File: src/rtl/bus_periph_pkg.sv
// Shared definitions for the CPU-bus peripherals: register word offsets,
// STATUS bit positions and the UART transmitter state encoding.
package bus_periph_pkg;

  // Register offsets expressed as word indices (busAddr[3:2]).
  localparam logic [1:0] ADDR_STATUS  = 2'd0;
  localparam logic [1:0] ADDR_TXDATA  = 2'd1;
  localparam logic [1:0] ADDR_CTRL    = 2'd2;
  localparam logic [1:0] ADDR_DROPCNT = 2'd3;

  // STATUS register bit positions.
  localparam int STAT_BUSY      = 0;
  localparam int STAT_FULL      = 1;
  localparam int STAT_EMPTY     = 2;
  localparam int STAT_COUNT_LSB = 8;
  localparam int STAT_COUNT_MSB = 15;

  typedef enum logic [1:0] {
    IDLE  = 2'd0,
    START = 2'd1,
    DATA  = 2'd2,
    STOP  = 2'd3
  } uart_tx_state_e;

endpackage

File: src/rtl/sync_fifo.sv
// Single-clock FIFO with registered pointers and occupancy count.
// Push is ignored when full and pop is ignored when empty, both judged on
// the state before the clock edge; rdata always shows the head entry.
module sync_fifo #(
  parameter int WIDTH = 8,
  parameter int DEPTH = 8
) (
  input  logic                       clk,
  input  logic                       rst_n,
  input  logic                       push,
  input  logic                       pop,
  input  logic [WIDTH-1:0]           wdata,
  output logic [WIDTH-1:0]           rdata,
  output logic                       full,
  output logic                       empty,
  output logic [$clog2(DEPTH):0]     count
);

  localparam int AW = $clog2(DEPTH);
  localparam logic [AW:0] DEPTH_C = (AW+1)'(DEPTH);

  logic [WIDTH-1:0] mem_r [DEPTH];
  logic [AW-1:0]    wr_ptr_r;
  logic [AW-1:0]    rd_ptr_r;
  logic [AW:0]      count_r;
  logic             push_ok_s;
  logic             pop_ok_s;

  assign full      = (count_r == DEPTH_C);
  assign empty     = (count_r == {(AW+1){1'b0}});
  assign count     = count_r;
  assign rdata     = mem_r[rd_ptr_r];
  assign push_ok_s = push && !full;
  assign pop_ok_s  = pop && !empty;

  // Storage array: written only on an accepted push.
  always_ff @(posedge clk) begin
    if (push_ok_s) begin
      mem_r[wr_ptr_r] <= wdata;
    end
  end

  // Pointers wrap naturally at DEPTH; count tracks push/pop balance.
  always_ff @(posedge clk or negedge rst_n) begin
    if (!rst_n) begin
      wr_ptr_r <= {AW{1'b0}};
      rd_ptr_r <= {AW{1'b0}};
      count_r  <= {(AW+1){1'b0}};
    end else begin
      if (push_ok_s) begin
        wr_ptr_r <= wr_ptr_r + {{(AW-1){1'b0}}, 1'b1};
      end else begin
        wr_ptr_r <= wr_ptr_r;
      end
      if (pop_ok_s) begin
        rd_ptr_r <= rd_ptr_r + {{(AW-1){1'b0}}, 1'b1};
      end else begin
        rd_ptr_r <= rd_ptr_r;
      end
      case ({push_ok_s, pop_ok_s})
        2'b10:   count_r <= count_r + {{AW{1'b0}}, 1'b1};
        2'b01:   count_r <= count_r - {{AW{1'b0}}, 1'b1};
        default: count_r <= count_r;
      endcase
    end
  end

endmodule

File: src/rtl/bus_uart_tx.sv
// Memory-mapped 8N1 UART transmitter on the single-cycle CPU data bus.
// Bytes written to TXDATA queue in a FIFO; a baud-timed FSM shifts them
// out LSB first. STATUS/CTRL/DROPCNT are polled through the same port.
module bus_uart_tx
  import bus_periph_pkg::*;
#(
  parameter int CLK_FREQ   = 100_000_000,
  parameter int BAUD       = 9600,
  parameter int FIFO_DEPTH = 8
) (
  input  logic        clk,
  input  logic        reset,
  input  logic        busSel,
  input  logic        busWe,
  input  logic [31:0] busAddr,
  input  logic [31:0] busWData,
  output logic [31:0] busRData,
  output logic        tx
);

  localparam int DIV   = CLK_FREQ / BAUD;
  localparam int CNT_W = (DIV > 1) ? $clog2(DIV) : 1;
  localparam int CW    = $clog2(FIFO_DEPTH) + 1;
  localparam logic [CNT_W-1:0] DIV_LAST = CNT_W'(DIV - 1);

  logic [1:0]       reg_idx_s;
  logic             wr_s;
  logic             push_s;
  logic             pop_s;
  logic             full_s;
  logic             empty_s;
  logic [CW-1:0]    count_s;
  logic [7:0]       head_s;
  logic [31:0]      rdata_s;
  logic             unused_bits_s;

  logic             enable_r;
  logic [7:0]       dropcnt_r;

  uart_tx_state_e   state_r;
  uart_tx_state_e   state_n_s;
  logic [CNT_W-1:0] baud_cnt_r;
  logic [CNT_W-1:0] baud_cnt_n_s;
  logic [2:0]       bit_idx_r;
  logic [2:0]       bit_idx_n_s;
  logic [7:0]       shift_r;
  logic [7:0]       shift_n_s;
  logic             tx_r;
  logic             tx_n_s;

  assign reg_idx_s     = busAddr[3:2];
  assign wr_s          = busSel && busWe;
  assign push_s        = wr_s && (reg_idx_s == ADDR_TXDATA);
  assign unused_bits_s = ^{busAddr[31:4], busAddr[1:0], busWData[31:8]};

  sync_fifo #(
    .WIDTH (8),
    .DEPTH (FIFO_DEPTH)
  ) u_fifo (
    .clk   (clk),
    .rst_n (reset),
    .push  (push_s),
    .pop   (pop_s),
    .wdata (busWData[7:0]),
    .rdata (head_s),
    .full  (full_s),
    .empty (empty_s),
    .count (count_s)
  );

  // CTRL register: only the enable bit is implemented.
  always_ff @(posedge clk or negedge reset) begin
    if (!reset) begin
      enable_r <= 1'b0;
    end else if (wr_s && (reg_idx_s == ADDR_CTRL)) begin
      enable_r <= busWData[0];
    end else begin
      enable_r <= enable_r;
    end
  end

  // Dropped-push counter: any write to its offset clears it, saturates at 255.
  always_ff @(posedge clk or negedge reset) begin
    if (!reset) begin
      dropcnt_r <= 8'h00;
    end else if (wr_s && (reg_idx_s == ADDR_DROPCNT)) begin
      dropcnt_r <= 8'h00;
    end else if (push_s && full_s && (dropcnt_r != 8'hFF)) begin
      dropcnt_r <= dropcnt_r + 8'h01;
    end else begin
      dropcnt_r <= dropcnt_r;
    end
  end

  // Combinational read mux; deselected bus reads as zero.
  always_comb begin
    rdata_s = 32'h0000_0000;
    if (busSel) begin
      case (reg_idx_s)
        ADDR_STATUS: begin
          rdata_s[STAT_BUSY]                     = (state_r != IDLE);
          rdata_s[STAT_FULL]                     = full_s;
          rdata_s[STAT_EMPTY]                    = empty_s;
          rdata_s[STAT_COUNT_MSB:STAT_COUNT_LSB] = 8'(count_s);
        end
        ADDR_CTRL:    rdata_s[0]   = enable_r;
        ADDR_DROPCNT: rdata_s[7:0] = dropcnt_r;
        default:      rdata_s      = 32'h0000_0000;
      endcase
    end else begin
      rdata_s = 32'h0000_0000;
    end
  end

  assign busRData = rdata_s;

  // Serialiser state register; tx is registered so reset forces it high at once.
  always_ff @(posedge clk or negedge reset) begin
    if (!reset) begin
      state_r    <= IDLE;
      baud_cnt_r <= {CNT_W{1'b0}};
      bit_idx_r  <= 3'd0;
      shift_r    <= 8'h00;
      tx_r       <= 1'b1;
    end else begin
      state_r    <= state_n_s;
      baud_cnt_r <= baud_cnt_n_s;
      bit_idx_r  <= bit_idx_n_s;
      shift_r    <= shift_n_s;
      tx_r       <= tx_n_s;
    end
  end

  // Next-state logic: tx_n_s is the line level for the coming clock, so the
  // start bit appears from the same edge that pops the byte.
  always_comb begin
    state_n_s    = state_r;
    baud_cnt_n_s = baud_cnt_r;
    bit_idx_n_s  = bit_idx_r;
    shift_n_s    = shift_r;
    tx_n_s       = tx_r;
    pop_s        = 1'b0;
    case (state_r)
      IDLE: begin
        if (enable_r && !empty_s) begin
          pop_s        = 1'b1;
          shift_n_s    = head_s;
          baud_cnt_n_s = {CNT_W{1'b0}};
          state_n_s    = START;
          tx_n_s       = 1'b0;
        end else begin
          tx_n_s       = 1'b1;
        end
      end
      START: begin
        if (baud_cnt_r == DIV_LAST) begin
          baud_cnt_n_s = {CNT_W{1'b0}};
          bit_idx_n_s  = 3'd0;
          state_n_s    = DATA;
          tx_n_s       = shift_r[0];
        end else begin
          baud_cnt_n_s = baud_cnt_r + {{(CNT_W-1){1'b0}}, 1'b1};
        end
      end
      DATA: begin
        if (baud_cnt_r == DIV_LAST) begin
          baud_cnt_n_s = {CNT_W{1'b0}};
          if (bit_idx_r == 3'd7) begin
            state_n_s = STOP;
            tx_n_s    = 1'b1;
          end else begin
            bit_idx_n_s = bit_idx_r + 3'd1;
            shift_n_s   = {1'b0, shift_r[7:1]};
            tx_n_s      = shift_r[1];
          end
        end else begin
          baud_cnt_n_s = baud_cnt_r + {{(CNT_W-1){1'b0}}, 1'b1};
        end
      end
      STOP: begin
        if (baud_cnt_r == DIV_LAST) begin
          baud_cnt_n_s = {CNT_W{1'b0}};
          if (enable_r && !empty_s) begin
            pop_s     = 1'b1;
            shift_n_s = head_s;
            state_n_s = START;
            tx_n_s    = 1'b0;
          end else begin
            state_n_s = IDLE;
            tx_n_s    = 1'b1;
          end
        end else begin
          baud_cnt_n_s = baud_cnt_r + {{(CNT_W-1){1'b0}}, 1'b1};
        end
      end
      default: begin
        state_n_s    = IDLE;
        baud_cnt_n_s = {CNT_W{1'b0}};
        tx_n_s       = 1'b1;
      end
    endcase
  end

  assign tx = tx_r;

endmodule

File: config.mk
export PLATFORM = sky130hd
export DESIGN_NAME = bus_uart_tx
export DESIGN_NICKNAME = d
export VERILOG_FILES = /design/src/rtl/bus_periph_pkg.sv /design/src/rtl/sync_fifo.sv /design/src/rtl/bus_uart_tx.sv
export SDC_FILE = /design/constraint.sdc
export NUM_CORES = 1
export LEC_CHECK = 0
export ABC_CLOCK_PERIOD_IN_PS = 4890
export BUFFER_PORTS_ARGS = -buffer_cell sky130_fd_sc_hd__buf_4
export CAP_MARGIN = 20
export CORE_MARGIN = 10
export CORE_UTILIZATION = 55
export DETAILED_ROUTE_END_ITERATION = 10
export GPL_ROUTABILITY_DRIVEN = 0
export HOLD_SLACK_MARGIN = 0.15
export PLACE_DENSITY_LB_ADDON = 0.05
export SLEW_MARGIN = 20
export SYNTH_ARGS = -nofsm -noshare
export SYNTH_HDL_FRONTEND = slang
export SYNTH_HIERARCHICAL = 1
export SYNTH_SLANG_ARGS = --single-unit
File: constraint.sdc
create_clock -name clk -period 4.89 [get_ports clk]
set_clock_uncertainty 0.15 [all_clocks]
set_input_delay 0.978 -clock clk [delete_from_list [all_inputs] [get_ports clk]]
set_output_delay 0.978 -clock clk [all_outputs]
set_load 0.1 [all_outputs]
==> results.ini <==
[hold_path]
worstHoldPathCells = 1
timing.hold.worst.class = reg -> reg
min_delay_src = shift_r[2]
holdPathEnd = shift_r[2]

[die]
die_footprint_um2 = 14700
die_w_um = 121.2
initial_util_pct = 57.14
total_core_area_um2 = 9864
row_count = 36
io_pins = 101
die_h_um = 121.2

[power]
power_frac_seq_pct = 45.9
p_per_area_nw_per_um2 = 470.2
power_frac_clock_pct = 19.1
power_switching_uw = 1049
combinational_cell_fraction_of_total_power_pct = 34.9
finalPower_uw = 2844
vdd_drop_max_uv = 286.4
p_sw_share_pct = 36.89
cell_internal_pwr_uw = 1795
power.leakage_uw = 0.002422

[clocking]
clockRootBuffer = sky130_fd_sc_hd__clkbuf_8
clk-insertion-delay-late_ps = 380
cts.hold.buffers_added = 0
cts-buffers-inserted = 9
clkTransAtPathRegs_ps = 110
clock_sink_count = 111
max-clock-path-buffers = 2
clock_tree_from_tritoncts = yes
post_cts.repair.setup_buffers = 0
ctsHtreeMaxLevel = 3
cts_resized = 0

[yosys]
synth_top_family_by_area = multiplexers
synthesized_area_fraction_occupied_by_ao_oa_aoi_and_oai_cells_pct = 7.791
synth-seq-area-share_pct = 54.98
synthSimpleGateAreaFrac_pct = 12.19
yosys-mux-area-fraction_pct = 13.21
post_synth_instance_area_um2 = 5637
avgSynthCellArea_um2 = 13.26
asyncSetResetFlopFracSynth_pct = 42.34
synth-adder-area-share_pct = 4.573
yosys.cell_types.count = 69
synth-edff-count = 64
synth-seq-cells = 111
ys.flop_type = sky130_fd_sc_hd__edfxtp_1
xor_xnor_cell_area_share_of_the_yosys_netlist_pct = 1.554
netlist_instances = 425
ys.warnings.count = 6

[cells_and_area]
num-nets-final = 534
inserted_diodes = 0
post_synthesis_to_final_layout_area_growth_pct = 7.303
design_area_um2 = 6048
ratio_of_cells_with_drive_above_1_in_the_final_layout_pct = 19.29

[place]
portBuffers = 26
post_dp_cell_area_um2 = 5842
dp_hpwl_um = 7257

[drt]
detail_route.iter0.violations = 190
via_cell_ratio = 5.880
route.detailed.drc = 0
route.final.wire_length_um = 10680
detailroute.via_count = 3434
detail-route-antenna-nets = 0
drt_pass_1_iters = 5
wirelength_per_cell_um = 18.28

[critical_path]
worst-r2r-setup-slack_ps = 710
critPathArrivalTime_ps = 4290
worst_r2r_path_depth = 11
critPathKind = reg -> reg
timing.critical_path.to_type = flop
worstSetupStartpointType = flop
cp_max_fo = 9
worstReg2RegStart = baud_cnt_r[8]
crit_required_ps = 5010
crit-reg2reg-capture = u_fifo/count[3]

[global_route]
maximum_number_of_pins_on_one_net_before_global_route_repair = 48
gr-total-overflow = 0
global_route.usage.total_pct = 14.81
grt_pass1_vias = 3446
globalRoute.busiestLayer = met2
globalRouteMet1Util_pct = 18.87
globalRouteMet2Util_pct = 24.25
grt_pass1_wl_um = 17330
antenna_found_initial = 0
grt_util_met3_pct = 3.862

[timing]
timing.final.crit_period_ps = 4175
report.final.hold_viol_count = 0
maxSlewViolCount = 0
rsz_0062_raised_after_global_routing = false
setup_viol = 0
timing_worst_slew_pin_value_ps = 961.6
max_slew_margin_pct = 35.66
final_min_period_over_clock_period_pct = 85.38
max_freq_mhz = 239.5
setup-tns-final_ps = 0
hold_ws_ps = 361.4

[flow_run]
timing.max_cap.violations = 0

[outcome]
outcome = finished clean

-- power groups by stage --
stage	clock (uW)	sequential [uW]	combinational, uW
6_report	544	1310	993
5_1_grt	596	1330	1100
4_1_cts	567	1310	996
3_5_place_dp	0	1330	995
3_3_place_gp	0	1330	968
2_1_floorplan	0	1260	879
-- how the worst max path moves through the flow --
stage | startpoint | slack, ps | to | cells after the start
3_3_place_gp | baud_cnt_r[8] | 820 | u_fifo/count[3] | 11
6_report | baud_cnt_r[8] | 710 | u_fifo/count[3] | 11
5_1_grt | baud_cnt_r[8] | 500 | u_fifo/count[3] | 11
4_1_cts | baud_cnt_r[8] | 810 | u_fifo/count[3] | 11
2_1_floorplan | busAddr[3] | 170 | busRData[0] | 4
3_5_place_dp | baud_cnt_r[8] | 850 | u_fifo/count[3] | 11
-- routing by layer --
metal  vias up  wire [um]
met5         -          0
met4         0        127
met3        12        446
met2        58       5281
met1      1733       4821
li1       1631          -
-- cells in the final DEF (no fill, tap or decap), types with 3 or more instances in the layout --
cell | synthesis | layout
sky130_fd_sc_hd__a21o_1 | 3 | 3
sky130_fd_sc_hd__nand4_1 | 8 | 8
sky130_fd_sc_hd__mux2_2 | 27 | 27
sky130_fd_sc_hd__xor2_1 | 3 | 3
sky130_fd_sc_hd__xnor2_1 | 7 | 7
sky130_fd_sc_hd__nor4_1 | 3 | 3
sky130_fd_sc_hd__or4_1 | 3 | 3
sky130_fd_sc_hd__nand2_1 | 22 | 22
sky130_fd_sc_hd__o31ai_1 | 6 | 6
sky130_fd_sc_hd__nor2_1 | 22 | 22
sky130_fd_sc_hd__clkbuf_8 | 0 | 9
sky130_fd_sc_hd__and3_1 | 16 | 16
sky130_fd_sc_hd__a22oi_1 | 3 | 3
sky130_fd_sc_hd__mux4_1 | 16 | 16
sky130_fd_sc_hd__o21ai_0 | 8 | 8
sky130_fd_sc_hd__dfrtp_1 | 46 | 46
sky130_fd_sc_hd__nand3_1 | 12 | 12
sky130_fd_sc_hd__a31oi_1 | 3 | 3
sky130_fd_sc_hd__nor3b_1 | 4 | 4
sky130_fd_sc_hd__conb_1 | 1 | 20
sky130_fd_sc_hd__inv_8 | 0 | 3
sky130_fd_sc_hd__buf_4 | 20 | 30
sky130_fd_sc_hd__nand2b_1 | 5 | 5
sky130_fd_sc_hd__inv_1 | 15 | 15
sky130_fd_sc_hd__a21oi_1 | 11 | 11
sky130_fd_sc_hd__and2_1 | 4 | 4
sky130_fd_sc_hd__a22o_1 | 3 | 3
sky130_fd_sc_hd__ha_1 | 19 | 19
sky130_fd_sc_hd__edfxtp_1 | 64 | 64
sky130_fd_sc_hd__nor3_1 | 7 | 7
-- logic make-up (layout without fill, tap and decap cells) --
logic type / after synthesis / in the layout
mux: 45 / 45
fa+ha+maj: 20 / 20
other cells: 1 / 20
compound gates: 60 / 60
simple gates: 123 / 123
flops: 111 / 111
xor+xnor: 10 / 10
buf+inv: 55 / 62
-- cells in the mapped netlist (4+ instances only) --
master                     number  share of area (%)
sky130_fd_sc_hd__mux2_2        27                5.4
sky130_fd_sc_hd__dfrtp_1       46                 20
sky130_fd_sc_hd__nor2_1        22                1.5
sky130_fd_sc_hd__nand4_1        8               0.89
sky130_fd_sc_hd__nor3b_1        4               0.53
sky130_fd_sc_hd__nand3_1       12                1.1
sky130_fd_sc_hd__mux4_1        16                7.5
sky130_fd_sc_hd__nand2b_1       5               0.55
sky130_fd_sc_hd__nor3_1         7               0.62
sky130_fd_sc_hd__edfxtp_1      64                 34
sky130_fd_sc_hd__and3_1        16                1.8
sky130_fd_sc_hd__a21oi_1       11               0.98
sky130_fd_sc_hd__and2_1         4               0.44
sky130_fd_sc_hd__clkbuf_1      10               0.67
sky130_fd_sc_hd__nand2_1       22                1.5
sky130_fd_sc_hd__buf_4         20                2.7
sky130_fd_sc_hd__o21ai_0        8               0.71
sky130_fd_sc_hd__ha_1          19                4.2
sky130_fd_sc_hd__xnor2_1        7                1.1
sky130_fd_sc_hd__inv_1         15                1.0
sky130_fd_sc_hd__buf_2          4               0.36
sky130_fd_sc_hd__o31ai_1        6               0.80
-- state kept, by name, indices dropped and copies added, names as in the netlist --
signal,count
state_r,2
baud_cnt_r,14
dropcnt_r,8
bit_idx_r,3
enable_r,1
u_fifo/rd_ptr_r,3
shift_r,8
tx,1
u_fifo/wr_ptr_r,3
u_fifo/count,4
u_fifo/mem_r,64
-- stage by stage --
stage	worst slack, ps	util (%)	std cells
floorplan	169.0	-	444
global placement	817.6	59.22	568
detailed placement	850.2	59.22	568
CTS	811.3	61.31	584
global route	503.6	61.31	584
finish	714.9	61.31	584
-- final cells by class --
cell class	instances	area, um2
clock inverters	7	82.58
multi-input cells	278	2291
clock buffers	9	123.9
repair buffers	30	225.2
inverters	16	60.06
well taps	133	166.4
flip-flops and latches	111	3099
fillers	752	3816
-- worst max-delay path, cell delays in order (launching register included) --
cell and delay (ps):
sky130_fd_sc_hd__dfrtp_1 470, sky130_fd_sc_hd__or4b_1 560, sky130_fd_sc_hd__nor4_1 400, sky130_fd_sc_hd__a21oi_1 120
sky130_fd_sc_hd__nor3_1 450, sky130_fd_sc_hd__o41ai_2 220, sky130_fd_sc_hd__inv_1 150, sky130_fd_sc_hd__ha_1 330
sky130_fd_sc_hd__ha_1 350, sky130_fd_sc_hd__or4b_2 640, sky130_fd_sc_hd__o311ai_0 110, sky130_fd_sc_hd__o211ai_1 120
No activity file was read; power rests on OpenSTA's default activity.
